`src/rtl/muldiv_unit.sv`:
```
// Iterative RV32M multiply/divide unit for the EX stage.
// Each clock performs one shift-add (multiply) or one restoring-divide step.
// Ports:
//   clk, reset     - clock and synchronous active-high reset
//   start, flush   - issue strobe (accepted only in IDLE); synchronous abort
//   Funct3         - RV32M operation select
//   SrcA, SrcB     - rs1 / rs2 operands
//   busy           - operation in flight, EX must stall
//   done           - one-cycle pulse, Result valid
//   Result         - registered result, held until the next done
module muldiv_unit #(
  parameter int unsigned DATA_WIDTH = 32,
  parameter int unsigned CNT_WIDTH  = 6
) (
  input  logic                  clk,
  input  logic                  reset,
  input  logic                  start,
  input  logic                  flush,
  input  logic [2:0]            Funct3,
  input  logic [DATA_WIDTH-1:0] SrcA,
  input  logic [DATA_WIDTH-1:0] SrcB,
  output logic                  busy,
  output logic                  done,
  output logic [DATA_WIDTH-1:0] Result
);
  localparam int unsigned W     = DATA_WIDTH;
  localparam int unsigned ACC_W = 2 * W + 1;

  typedef enum logic [1:0] {IDLE, CALC, FIX} state_e;

  state_e               state_q, state_d;
  logic [CNT_WIDTH-1:0] cnt_q, cnt_d;
  logic [ACC_W-1:0]     acc_q, acc_d;
  logic [W-1:0]         opnd_q, opnd_d;
  logic [2:0]           op_q, op_d;
  logic                 neg_q, neg_d;
  logic                 rem_neg_q, rem_neg_d;
  logic                 special_q, special_d;
  logic                 busy_q, busy_d;
  logic                 done_q, done_d;
  logic [W-1:0]         result_q, result_d;

  // Issue-time decode: signedness, magnitudes and special-case detection
  logic         is_div, sgn_a, sgn_b, neg_a, neg_b, div_zero, div_ovf;
  logic [W-1:0] abs_a, abs_b, spec_res;
  always_comb begin
    is_div   = Funct3[2];
    sgn_a    = (Funct3 == 3'b001) || (Funct3 == 3'b010) ||
               (Funct3 == 3'b100) || (Funct3 == 3'b110);
    sgn_b    = (Funct3 == 3'b001) || (Funct3 == 3'b100) || (Funct3 == 3'b110);
    neg_a    = sgn_a & SrcA[W-1];
    neg_b    = sgn_b & SrcB[W-1];
    abs_a    = neg_a ? -SrcA : SrcA;
    abs_b    = neg_b ? -SrcB : SrcB;
    div_zero = is_div && (SrcB == '0);
    // Only the signed ops (DIV/REM have Funct3[0]==0) can overflow
    div_ovf  = is_div && !Funct3[0] && (SrcA == {1'b1, {(W-1){1'b0}}}) && (SrcB == '1);
    if (div_zero) spec_res = Funct3[1] ? SrcA : '1;
    else          spec_res = Funct3[1] ? '0 : SrcA;
  end

  // One iteration of each algorithm.
  // Multiply: acc = {upper partial product (W+1), multiplier (W)}.
  // Divide:   acc = {remainder (W+1), dividend/quotient (W)}.
  logic [W:0]       mul_hi;
  logic [W+1:0]     trial;
  logic [ACC_W-1:0] mul_next, div_next;
  always_comb begin
    mul_hi = acc_q[ACC_W-1:W];
    if (acc_q[0]) mul_hi = mul_hi + {1'b0, opnd_q};
    mul_next = {1'b0, mul_hi, acc_q[W-1:1]};
    // Trial subtract on the left-shifted remainder; MSB of trial is the borrow
    trial = {1'b0, acc_q[ACC_W-2:W-1]} - {2'b00, opnd_q};
    if (!trial[W+1]) div_next = {trial[W:0], acc_q[W-2:0], 1'b1};
    else             div_next = {acc_q[ACC_W-2:0], 1'b0};
  end

  // Sign correction and half/quotient/remainder selection
  logic [2*W-1:0] prod_fix;
  logic [W-1:0]   quo_fix, rem_fix, fix_res;
  always_comb begin
    prod_fix = neg_q ? -acc_q[2*W-1:0] : acc_q[2*W-1:0];
    quo_fix  = neg_q ? -acc_q[W-1:0] : acc_q[W-1:0];
    rem_fix  = rem_neg_q ? -acc_q[2*W-1:W] : acc_q[2*W-1:W];
    if (special_q)                fix_res = acc_q[W-1:0];
    else if (op_q[2])             fix_res = op_q[1] ? rem_fix : quo_fix;
    else if (op_q[1:0] == 2'b00)  fix_res = prod_fix[W-1:0];
    else                          fix_res = prod_fix[2*W-1:W];
  end

  // Next-state and register updates
  always_comb begin
    state_d   = state_q;
    cnt_d     = cnt_q;
    acc_d     = acc_q;
    opnd_d    = opnd_q;
    op_d      = op_q;
    neg_d     = neg_q;
    rem_neg_d = rem_neg_q;
    special_d = special_q;
    busy_d    = busy_q;
    done_d    = 1'b0;
    result_d  = result_q;
    unique case (state_q)
      IDLE: begin
        if (start) begin
          op_d      = Funct3;
          neg_d     = neg_a ^ neg_b;
          rem_neg_d = neg_a;
          cnt_d     = '0;
          busy_d    = 1'b1;
          if (div_zero || div_ovf) begin
            special_d = 1'b1;
            acc_d     = {{(W+1){1'b0}}, spec_res};
            opnd_d    = '0;
            state_d   = FIX;
          end else begin
            special_d = 1'b0;
            acc_d     = {{(W+1){1'b0}}, is_div ? abs_a : abs_b};
            opnd_d    = is_div ? abs_b : abs_a;
            state_d   = CALC;
          end
        end
      end
      CALC: begin
        cnt_d = cnt_q + CNT_WIDTH'(1);
        acc_d = op_q[2] ? div_next : mul_next;
        if (cnt_q == CNT_WIDTH'(W - 1)) state_d = FIX;
      end
      FIX: begin
        result_d = fix_res;
        done_d   = 1'b1;
        busy_d   = 1'b0;
        state_d  = IDLE;
      end
      default: state_d = IDLE;
    endcase
    // Abort wins over everything, including a same-cycle start
    if (flush) begin
      state_d  = IDLE;
      busy_d   = 1'b0;
      done_d   = 1'b0;
      cnt_d    = '0;
      result_d = result_q;
    end
  end

  always_ff @(posedge clk) begin
    if (reset) begin
      state_q   <= IDLE;
      cnt_q     <= '0;
      acc_q     <= '0;
      opnd_q    <= '0;
      op_q      <= '0;
      neg_q     <= 1'b0;
      rem_neg_q <= 1'b0;
      special_q <= 1'b0;
      busy_q    <= 1'b0;
      done_q    <= 1'b0;
      result_q  <= '0;
    end else begin
      state_q   <= state_d;
      cnt_q     <= cnt_d;
      acc_q     <= acc_d;
      opnd_q    <= opnd_d;
      op_q      <= op_d;
      neg_q     <= neg_d;
      rem_neg_q <= rem_neg_d;
      special_q <= special_d;
      busy_q    <= busy_d;
      done_q    <= done_d;
      result_q  <= result_d;
    end
  end

  assign busy   = busy_q;
  assign done   = done_q;
  assign Result = result_q;

endmodule
```
`config.mk`:
```
export PLATFORM = sky130hd
export DESIGN_NAME = muldiv_unit
export DESIGN_NICKNAME = d
export VERILOG_FILES = /design/src/rtl/muldiv_unit.sv
export SDC_FILE = /design/constraint.sdc
export NUM_CORES = 1
export LEC_CHECK = 0
export CORE_MARGIN = 10
export CORE_UTILIZATION = 35
export DETAILED_ROUTE_END_ITERATION = 16
export GPL_ROUTABILITY_DRIVEN = 0
export HOLD_SLACK_MARGIN = 0.1
export PLACE_DENSITY_LB_ADDON = 0.05
export SYNTH_ARGS = -nofsm -noshare
export SYNTH_HDL_FRONTEND = slang
export SYNTH_SLANG_ARGS = --single-unit
export TNS_END_PERCENT = 30
```
`constraint.sdc`:
```
create_clock -name clk -period 8 [get_ports clk]
set_input_delay 2.4 -clock clk [delete_from_list [all_inputs] [get_ports clk]]
set_output_delay 2.4 -clock clk [all_outputs]
set_load 0.005 [all_outputs]
```
---- Word-level counts from Yosys, hierarchy flattened ----
Cells that the tools add are included.
operators by class
  $add $sub $neg .......................... 8
  equality and inequality tests ........... 11
  muxes and demuxes ....................... 31
  bitwise operators ....................... 4
  reductions and logical operators ........ 22
operators by type and width
  operator              count
  $mux 32               15
  $mux 65               3
  $pmux 65 s2           1
  $neg 32->32           4
  $eq 32x32->1 const B  2
  $mux 64               1
  $neg 64->64           1
  $sub 33x32->34        1
  $add 33x32->33        1
  $mux 33               1
  $logic_not 32->1      1
  $pmux 6 s2            1
  $reduce_and 2->1      5
  $add 6x1->6 const B   1
  $eq 3x3->1 const B    2
  $eq 6x5->1 const B    1
  $logic_or 1x1->1      6
  $mux 2                3
  $mux 6                1
  $logic_and 1x1->1     4
  $logic_not 2->1       2
  $ne 2x2->1 const B    2
  $pmux 2 s2            1
  $reduce_bool 2->1     2
  11 further kinds      14
word-level totals
  register bits ........................... 145
  input bits .............................. 71
  output and inout bits ................... 34
  word-level logic and storage cells ...... 87

---- Depth between registers and ports, before layout ----
Gate-level depths: netlist of the first run.
  depth in word-level cells ............... 10
  gate-level depth with buffers ........... 15
  mapped depth without buffers ............ 14

---- Worst setup path before layout of the first run ----
No wires, ideal clock.
  path kind ............................... input-to-reg
  start point ............................. input port SrcB[13]
  end point ............................... register acc_q[3]
  library setup time ...................... 0.117 ns
  arrival time ............................ 4.731 ns
  data required time ...................... 7.883 ns
  setup slack ............................. 3.153 ns
  cell stages on the path ................. 10
  path buffers ............................ 2
  cells stage by stage .................... or4_1 or4_1 nor2_1 and4_1 clkbuf_1 buf_2 nand3b_1 o211ai_1 o21ai_0 a22o_1
between the ends
  word-level cells in the longest chain between the ends .. 6
  elaborated cells on any way between the ends .. 9
  classes of those cells .................. eq/ne: 1; mux: 4; reduce/logical: 4
RTL lines
  element                                                  RTL line  RTL
  from (decl)                                              21        input logic [DATA_WIDTH-1:0] SrcB,
  $logic_not 32->1 / $eq 32x32->1 (equally long branches)  55, 57
  $logic_and 1x1->1, on equally long branches              55, 57
  $mux 32 / $logic_or 1x1->1 (equally long branches)       58, 112
  $mux 32 (*)                                              112       if (div_zero || div_ovf) begin
  $mux 65 (*)                                              106       if (start) begin
  $pmux 65 s2 (*)                                          104       unique case (state_q)
  to (signal assigned)                                     152       acc_q <= '0;
  to (signal assigned)                                     164       acc_q <= acc_d;
  to (decl)                                                33        logic [ACC_W-1:0] acc_q, acc_d;
Every way passes the cells marked *; elsewhere a longest branch is shown, timed or not. The select of a mux whose other input is x is not followed.
A chain may end at the register's enable or synchronous reset.

---- Worst setup path after layout of the first run ----
  start point ............................. input port SrcB[19]
  end point ............................... register acc_q[23]
between the ends
  word-level cells in the longest chain between the ends .. 6
  elaborated cells on any way between the ends .. 12
  classes of those cells .................. add/sub: 1; eq/ne: 1; mux: 6; reduce/logical: 4
RTL lines
  element                                    RTL line  RTL
  $neg 32->32, or another cell as far along  54        abs_b = neg_b ? -SrcB : SrcB;
  $mux 32, or another cell as far along      54
  $mux 32, or another cell as far along      119       acc_d = {{(W+1){1'b0}}, is_div ? abs_a : abs_b};
  $mux 32 (*)                                112
  $mux 65 (*)                                106
  $pmux 65 s2 (*)                            104
Marked as above.

==> results of run 1 <==
-- layout by cell type (no fill, tap or decap), drive strengths merged, types with 23 or more instances in the layout --
| master | synthesis | final |
|---|---|---|
| o31ai | 24 | 24 |
| xor2 | 86 | 86 |
| nor3 | 72 | 72 |
| a21oi | 180 | 180 |
| o21ai | 180 | 180 |
| o22ai | 36 | 36 |
| mux2i | 38 | 38 |
| clkdlybuf4s50 | 0 | 102 |
| nand4 | 26 | 26 |
| dfxtp | 145 | 145 |
| nand3 | 44 | 44 |
| nand3b | 33 | 33 |
| a211oi | 36 | 36 |
| a31oi | 28 | 28 |
| nand2 | 197 | 197 |
| a21o | 25 | 25 |
| buf | 25 | 43 |
| mux2 | 43 | 43 |
| inv | 68 | 77 |
| nand2b | 23 | 23 |
| ha | 70 | 70 |
| o211ai | 36 | 36 |
| nor2 | 167 | 167 |
| xnor2 | 100 | 100 |
-- synth_stat cells, drive strengths merged, types with 6 or more instances --
master and number:
a211oi 36, a21o 25, a21oi 180, a221oi 16
a222oi 11, a22o 11, a22oi 7, a311oi 6
a31oi 28, a32o 6, and2 14, and3 13
buf 25, clkbuf 140, dfxtp 145, ha 70
inv 68, mux2 43, mux2i 38, nand2 197
nand2b 23, nand3 44, nand3b 33, nand4 26
nor2 167, nor2b 16, nor3 72, nor3b 7
nor4 15, o211ai 36, o21a 14, o21ai 180
o21bai 13, o221ai 15, o22ai 36, o31ai 24
o41ai 12, or2 12, or3 22, or4 20
xnor2 100, xor2 86
-- kinds of logic after synthesis --
| family | count (synthesis) | synth area share |
|---|---|---|
| compound gates | 699 | 0.296 |
| simple gates | 693 | 0.227 |
| buf+inv | 233 | 0.0590 |
| xor+xnor | 186 | 0.108 |
| flops | 145 | 0.192 |
| mux | 81 | 0.0573 |
| fa+ha+maj | 72 | 0.0607 |
-- layout make-up --
class                      count  area, um^2  area share
multi-input combinational   1731       11300       0.659
sequential                   145        2910       0.169
timing repair buffer         145        1340      0.0781
tap                          585         732      0.0426
clock buffer                  17         425      0.0248
inverter                      68         255      0.0149
clock inverter                15         190      0.0111
antenna                        1        2.50    0.000146
-- worst max-delay path, delay by kind of cell --
kind	cells	cell delay, ns
buffers and inverters	1	0.49
AO/OA/AOI/OAI	2	1.28
AND/OR/NAND/NOR	5	2.17
-- metrics by stage --
step            util  instance area (um^2)  hold slack (ns)
2_1_floorplan      -                 15100            0.446
3_3_place_gp   0.386                 16600            0.440
3_5_place_dp   0.386                 16600            0.446
4_1_cts        0.400                 17200            0.456
5_1_grt        0.400                 17200            0.478
6_report       0.400                 17200            0.451
-- sequential cells by signal, summed over array words and instances, names as in the netlist --
register / flops
op_q: 3
opnd_q: 32
neg_q: 1
busy: 1
acc_q: 65
done: 1
cnt_q: 6
Result: 32
rem_neg_q: 1
special_q: 1
state_q: 2
-- path summary, 6_finish.rpt --
path | startpoint | cells after the start | end
hold / removal | Result[27]$_SDFFE_PP0P_ | 2 | Result[27]$_SDFFE_PP0P_
setup / recovery | SrcB[19] | 8 | acc_q[23]$_SDFFE_PP0P_
hold reg to reg | Result[27]$_SDFFE_PP0P_ | 2 | Result[27]$_SDFFE_PP0P_
setup reg to reg | opnd_q[1]$_SDFFE_PP0P_ | 13 | acc_q[46]$_SDFFE_PP0P_
-- report_power, final --
part | switching [uW] | leakage (uW) | total, uW | internal (uW)
combinational | 457 | 0.00486 | 749 | 291
sequential | 86.8 | 0.00118 | 841 | 754
clock | 403 | 0.000305 | 879 | 476
total | 947 | 0.00635 | 2470 | 1520
-- routing by layer --
metal | vias up | GRT usage | routed length, um
met1 | 7795 | 0.340 | 29600
met2 | 658 | 0.396 | 29500
met3 | 72 | 0.0472 | 5410
met5 | - | 0 | 0
li1 | 7766 | - | -
met4 | 0 | 0.0847 | 1710
==> impl_metrics.env, run 1 <==
export IMPL_outcome="finished, final reports clean"
export IMPL_synth_edf_count=0
export IMPL_r2r_slack_ns=3.56
export IMPL_cap_viol_max_count=0
export IMPL_rsz0062_at_grt="false"
export IMPL_critPathMaxFanout=12
export IMPL_dpl_worst_slack_ns=1.69
export IMPL_critPathMaxStageDelay_ns=1.15
export IMPL_syn_area_um2=15100
export IMPL_cts_path_max_buffers=2
export IMPL_max_freq_mhz=168
export IMPL_nets=2251
export IMPL_gr_total_overflow=0
export IMPL_period_needed_ns=5.95
export IMPL_dp_cells=2674
export IMPL_clk_pin_slew_ns=0.07
export IMPL_setup_viol=0
export IMPL_htreeDepth=4
export IMPL_cp_required_ns=8.40
export IMPL_avgSynthCellArea_um2=7.15
export IMPL_cts_root_buf="clkbuf_16"
export IMPL_synth_top_area_share=0.192
export IMPL_layout_drive_gt1_share=0.0726
export IMPL_drcViolationCount=0
export IMPL_dp_hpwl_um=50300
export IMPL_antenna_found_initial=1
export IMPL_start_util=0.352
export IMPL_route_final_wire_length_um=66200
export IMPL_drt_iter0_drc=1613
export IMPL_io_buffers=104
export IMPL_hold_viol=0
export IMPL_die_h_um=228
export IMPL_ctsResizeCount=0
export IMPL_synth_warnings=0
export IMPL_grt_pass1_vias=15300
export IMPL_ctsHoldBuffers=0
export IMPL_cts_sinks=145
export IMPL_crit_path_start_kind="input port"
export IMPL_synth_net_count=2252
export IMPL_syn2layout_area_growth_pct=13.8
export IMPL_worstHoldPathType="flip-flop to flip-flop"
export IMPL_finalClockSkew_ns=0.0175
export IMPL_synth_seq_cells=145
export IMPL_tightest_slew_ns=1.30
export IMPL_ioPinCount=105
export IMPL_drtAntennaViolNets=0
export IMPL_yosys_top_cells_area="dfxtp_1, a21oi_1, o21ai_0, ha_1, xnor2_1"
export IMPL_yosys_area_top_type="dfxtp_1"
export IMPL_ys_flop_type="dfxtp_1"
export IMPL_crit_path_top_delay_cell="o21ai_0"
export IMPL_async_flop_share=0
export IMPL_synth_cells=2109
export IMPL_drt_pass1_iterations=7
export IMPL_grt_use_total=0.252
export IMPL_dieArea_um2=51800
export IMPL_setup_tns_ns=0
export IMPL_routedWlPerCell_um=24.5
export IMPL_cts_tree="yes"
export IMPL_arrival_ns=6.35
export IMPL_finalMaxSlewViolations=0
export IMPL_slew_limit_headroom=0.124
export IMPL_rows=76
export IMPL_ir_drop_uv=137
export IMPL_yosysSeqAreaShare=0.192
export IMPL_pwr_density_cell_nw_per_um2=144
export IMPL_total_power_uw=2470
export IMPL_grt_max_degree=91
export IMPL_crit_type="input port to flip-flop"
export IMPL_fin_ws_ns=2.05
export IMPL_crit_chain="clkdlybuf4s50_1 -> or4_1 -> nor4bb_1 -> nor3b_1 -> nand3_1 -> o21ai_0 -> a221oi_1 -> nor3_1"
export IMPL_post_cts_setup_buffer_count=0
export IMPL_cts_buffers=17
export IMPL_fillers=4543
export IMPL_avgViaCountPerCell=6.02
export IMPL_die_w_um=228
export IMPL_cp_end_kind="flip-flop"
export IMPL_power_leakage_uw=0.00635
export IMPL_stdcell_count=2707
export IMPL_yosys_cell_types_count=80
export IMPL_min_period_over_period=0.744
export IMPL_core_um2=42900
export IMPL_clock_latency_ns=0.48
export IMPL_route_vias_total=16300
export IMPL_grt_pass1_wl_um=99000
Power figures use the tool's default switching activity.
==> inputs of run 2 (changes only) <==
- clock period: 8 -> 5.2 ns (I/O delays scaled with it)
==> run 2 against run 1 <==
  * Sequential share of layout area shrank 0.18 points
  * Power grew 50%
  * Critical path depth grew 2
==> impl_metrics.env, run 2 (same netlist as run 1, synthesis figures left out) <==
export IMPL_hold_viol=0
export IMPL_grt_max_degree=86
export IMPL_die_h_um=228
export IMPL_finalInstanceArea_um2=17400
export IMPL_internal_power_uw=2250
export IMPL_place_area_um2=16800
export IMPL_slew_limit_headroom=0.315
export IMPL_min_period_over_period=0.828
export IMPL_fillers=4508
export IMPL_drt_pass1_iterations=6
export IMPL_syn2layout_area_growth_pct=15.1
export IMPL_drcViolationCount=0
export IMPL_worstHoldPathType="flip-flop to flip-flop"
export IMPL_cts_sinks=145
export IMPL_ioPinCount=105
export IMPL_start_util=0.352
export IMPL_ir_drop_uv=209
export IMPL_antenna_cells=0
export IMPL_antenna_found_initial=2
export IMPL_clock_latency_ns=0.50
export IMPL_p_comb_frac=0.318
export IMPL_cap_viol_max_count=0
export IMPL_route_final_wire_length_um=66600
export IMPL_htreeDepth=4
export IMPL_nets=2283
export IMPL_finalClockSkew_ns=0.0119
export IMPL_cts_tree="yes"
export IMPL_seqPwrFrac=0.349
export IMPL_setup_tns_ns=0
export IMPL_outcome="finished, final reports clean"
export IMPL_r2r_slack_ns=1.21
export IMPL_die_w_um=228
export IMPL_crit_type="input port to flip-flop"
export IMPL_io_buffers=104
export IMPL_max_flop_register="acc_q"
export IMPL_avgViaCountPerCell=6.02
export IMPL_layout_drive_gt1_share=0.0855
export IMPL_cts_root_buf="clkbuf_16"
export IMPL_arrival_ns=4.68
export IMPL_power_leakage_uw=0.00648
export IMPL_routedWlPerCell_um=24.3
export IMPL_core_um2=42900
export IMPL_max_freq_mhz=232
export IMPL_cp_end_kind="flip-flop"
export IMPL_ctsResizeCount=0
export IMPL_route_vias_total=16500
export IMPL_rsz0062_at_grt="false"
export IMPL_cp_required_ns=5.57
export IMPL_drtAntennaViolNets=0
export IMPL_rows=76
export IMPL_grt_pass1_vias=15600
export IMPL_cts_path_max_buffers=2
export IMPL_dieArea_um2=51800
export IMPL_cts_buffers=17
export IMPL_tightest_slew_ns=1.03
export IMPL_critPathMaxFanout=5
export IMPL_dp_hpwl_um=51000
export IMPL_post_cts_setup_buffer_count=0
export IMPL_pwr_density_cell_nw_per_um2=213
export IMPL_grt_pass1_wl_um=99800
export IMPL_p_sw_uw=1450
export IMPL_final_common_cell="nand2_1"
export IMPL_hold_slack_ns=0.451
export IMPL_period_needed_ns=4.31
export IMPL_swShare=0.392
export IMPL_finalMaxSlewViolations=0
export IMPL_layout_common_cells="nand2_1, a21oi_1, o21ai_0"
export IMPL_ctsHoldBuffers=0
export IMPL_gr_total_overflow=0
export IMPL_grt_use_total=0.255
export IMPL_clk_pin_slew_ns=0.07
export IMPL_drt_iter0_drc=1780
export IMPL_setup_viol=0
export IMPL_crit_path_start_kind="input port"
export IMPL_largest_reg_flops=65
export IMPL_clockPowerShare=0.333
-- run 2: cell count changes in the layout (fill, tap and decap cells not counted) --
cell,before,now
buf_12,0,1
clkbuf_1,0,2
clkinvlp_4,0,2
diode_2,1,0
clkinv_2,1,0
bufinv_16,2,0
buf_4,42,73
clkinv_4,2,4
clkinv_8,1,0
inv_8,5,3
-- run 2: final cells by class --
class	count	area, um^2	area share
multi-input combinational	1731	11300	0.652
tap	585	732	0.0422
clock inverter	13	119	0.00685
inverter	68	255	0.0147
clock buffer	19	433	0.0249
sequential	145	2910	0.167
timing repair buffer	177	1590	0.0918
-- run 2: final timing paths --
path,from,end,cells past startpoint
max,SrcB[11],acc_q[22]$_SDFFE_PP0P_,10
min,Result[19]$_SDFFE_PP0P_,Result[19]$_SDFFE_PP0P_,2
max reg2reg,acc_q[33]$_SDFFE_PP0P_,acc_q[55]$_SDFFE_PP0P_,12
min reg2reg,Result[19]$_SDFFE_PP0P_,Result[19]$_SDFFE_PP0P_,2
-- run 2: per-layer routing --
layer | track usage | routed length [um] | vias up
met4 | 0.0924 | 2030 | 0
li1 | - | - | 7841
met3 | 0.0603 | 5430 | 101
met5 | 0 | 0 | -
met1 | 0.343 | 29900 | 7847
met2 | 0.388 | 29200 | 704
-- run 2: power by group through the flow --
stage	clock network [uW]	logic [uW]	registers, uW
CTS	1260	1160	1280
floorplan	0	805	1220
detailed placement	0	1150	1310
finish	1230	1180	1290
global placement	0	1150	1310
global route	1290	1280	1290
-- run 2: stage by stage --
stage	total power [uW]	utilization	cells	setup WS (ns)
after global placement	2460	0.392	2706	0.419
after global routing	3860	0.405	2738	0.653
after detailed placement	2460	0.392	2706	0.379
final	3690	0.405	2738	0.894
after floorplan	2030	-	2109	1.19
after CTS	3690	0.405	2738	0.915
-- run 2: worst max-delay path, stage by stage --
cell and delay (ns):
clkdlybuf4s50_1 0.49, or4_1 0.61, or4_1 0.57, nor2_1 0.24, and4_1 0.34, nor2_1 0.18
nand2_1 0.19, o22ai_1 0.11, a211oi_1 0.32, nor3_1 0.07
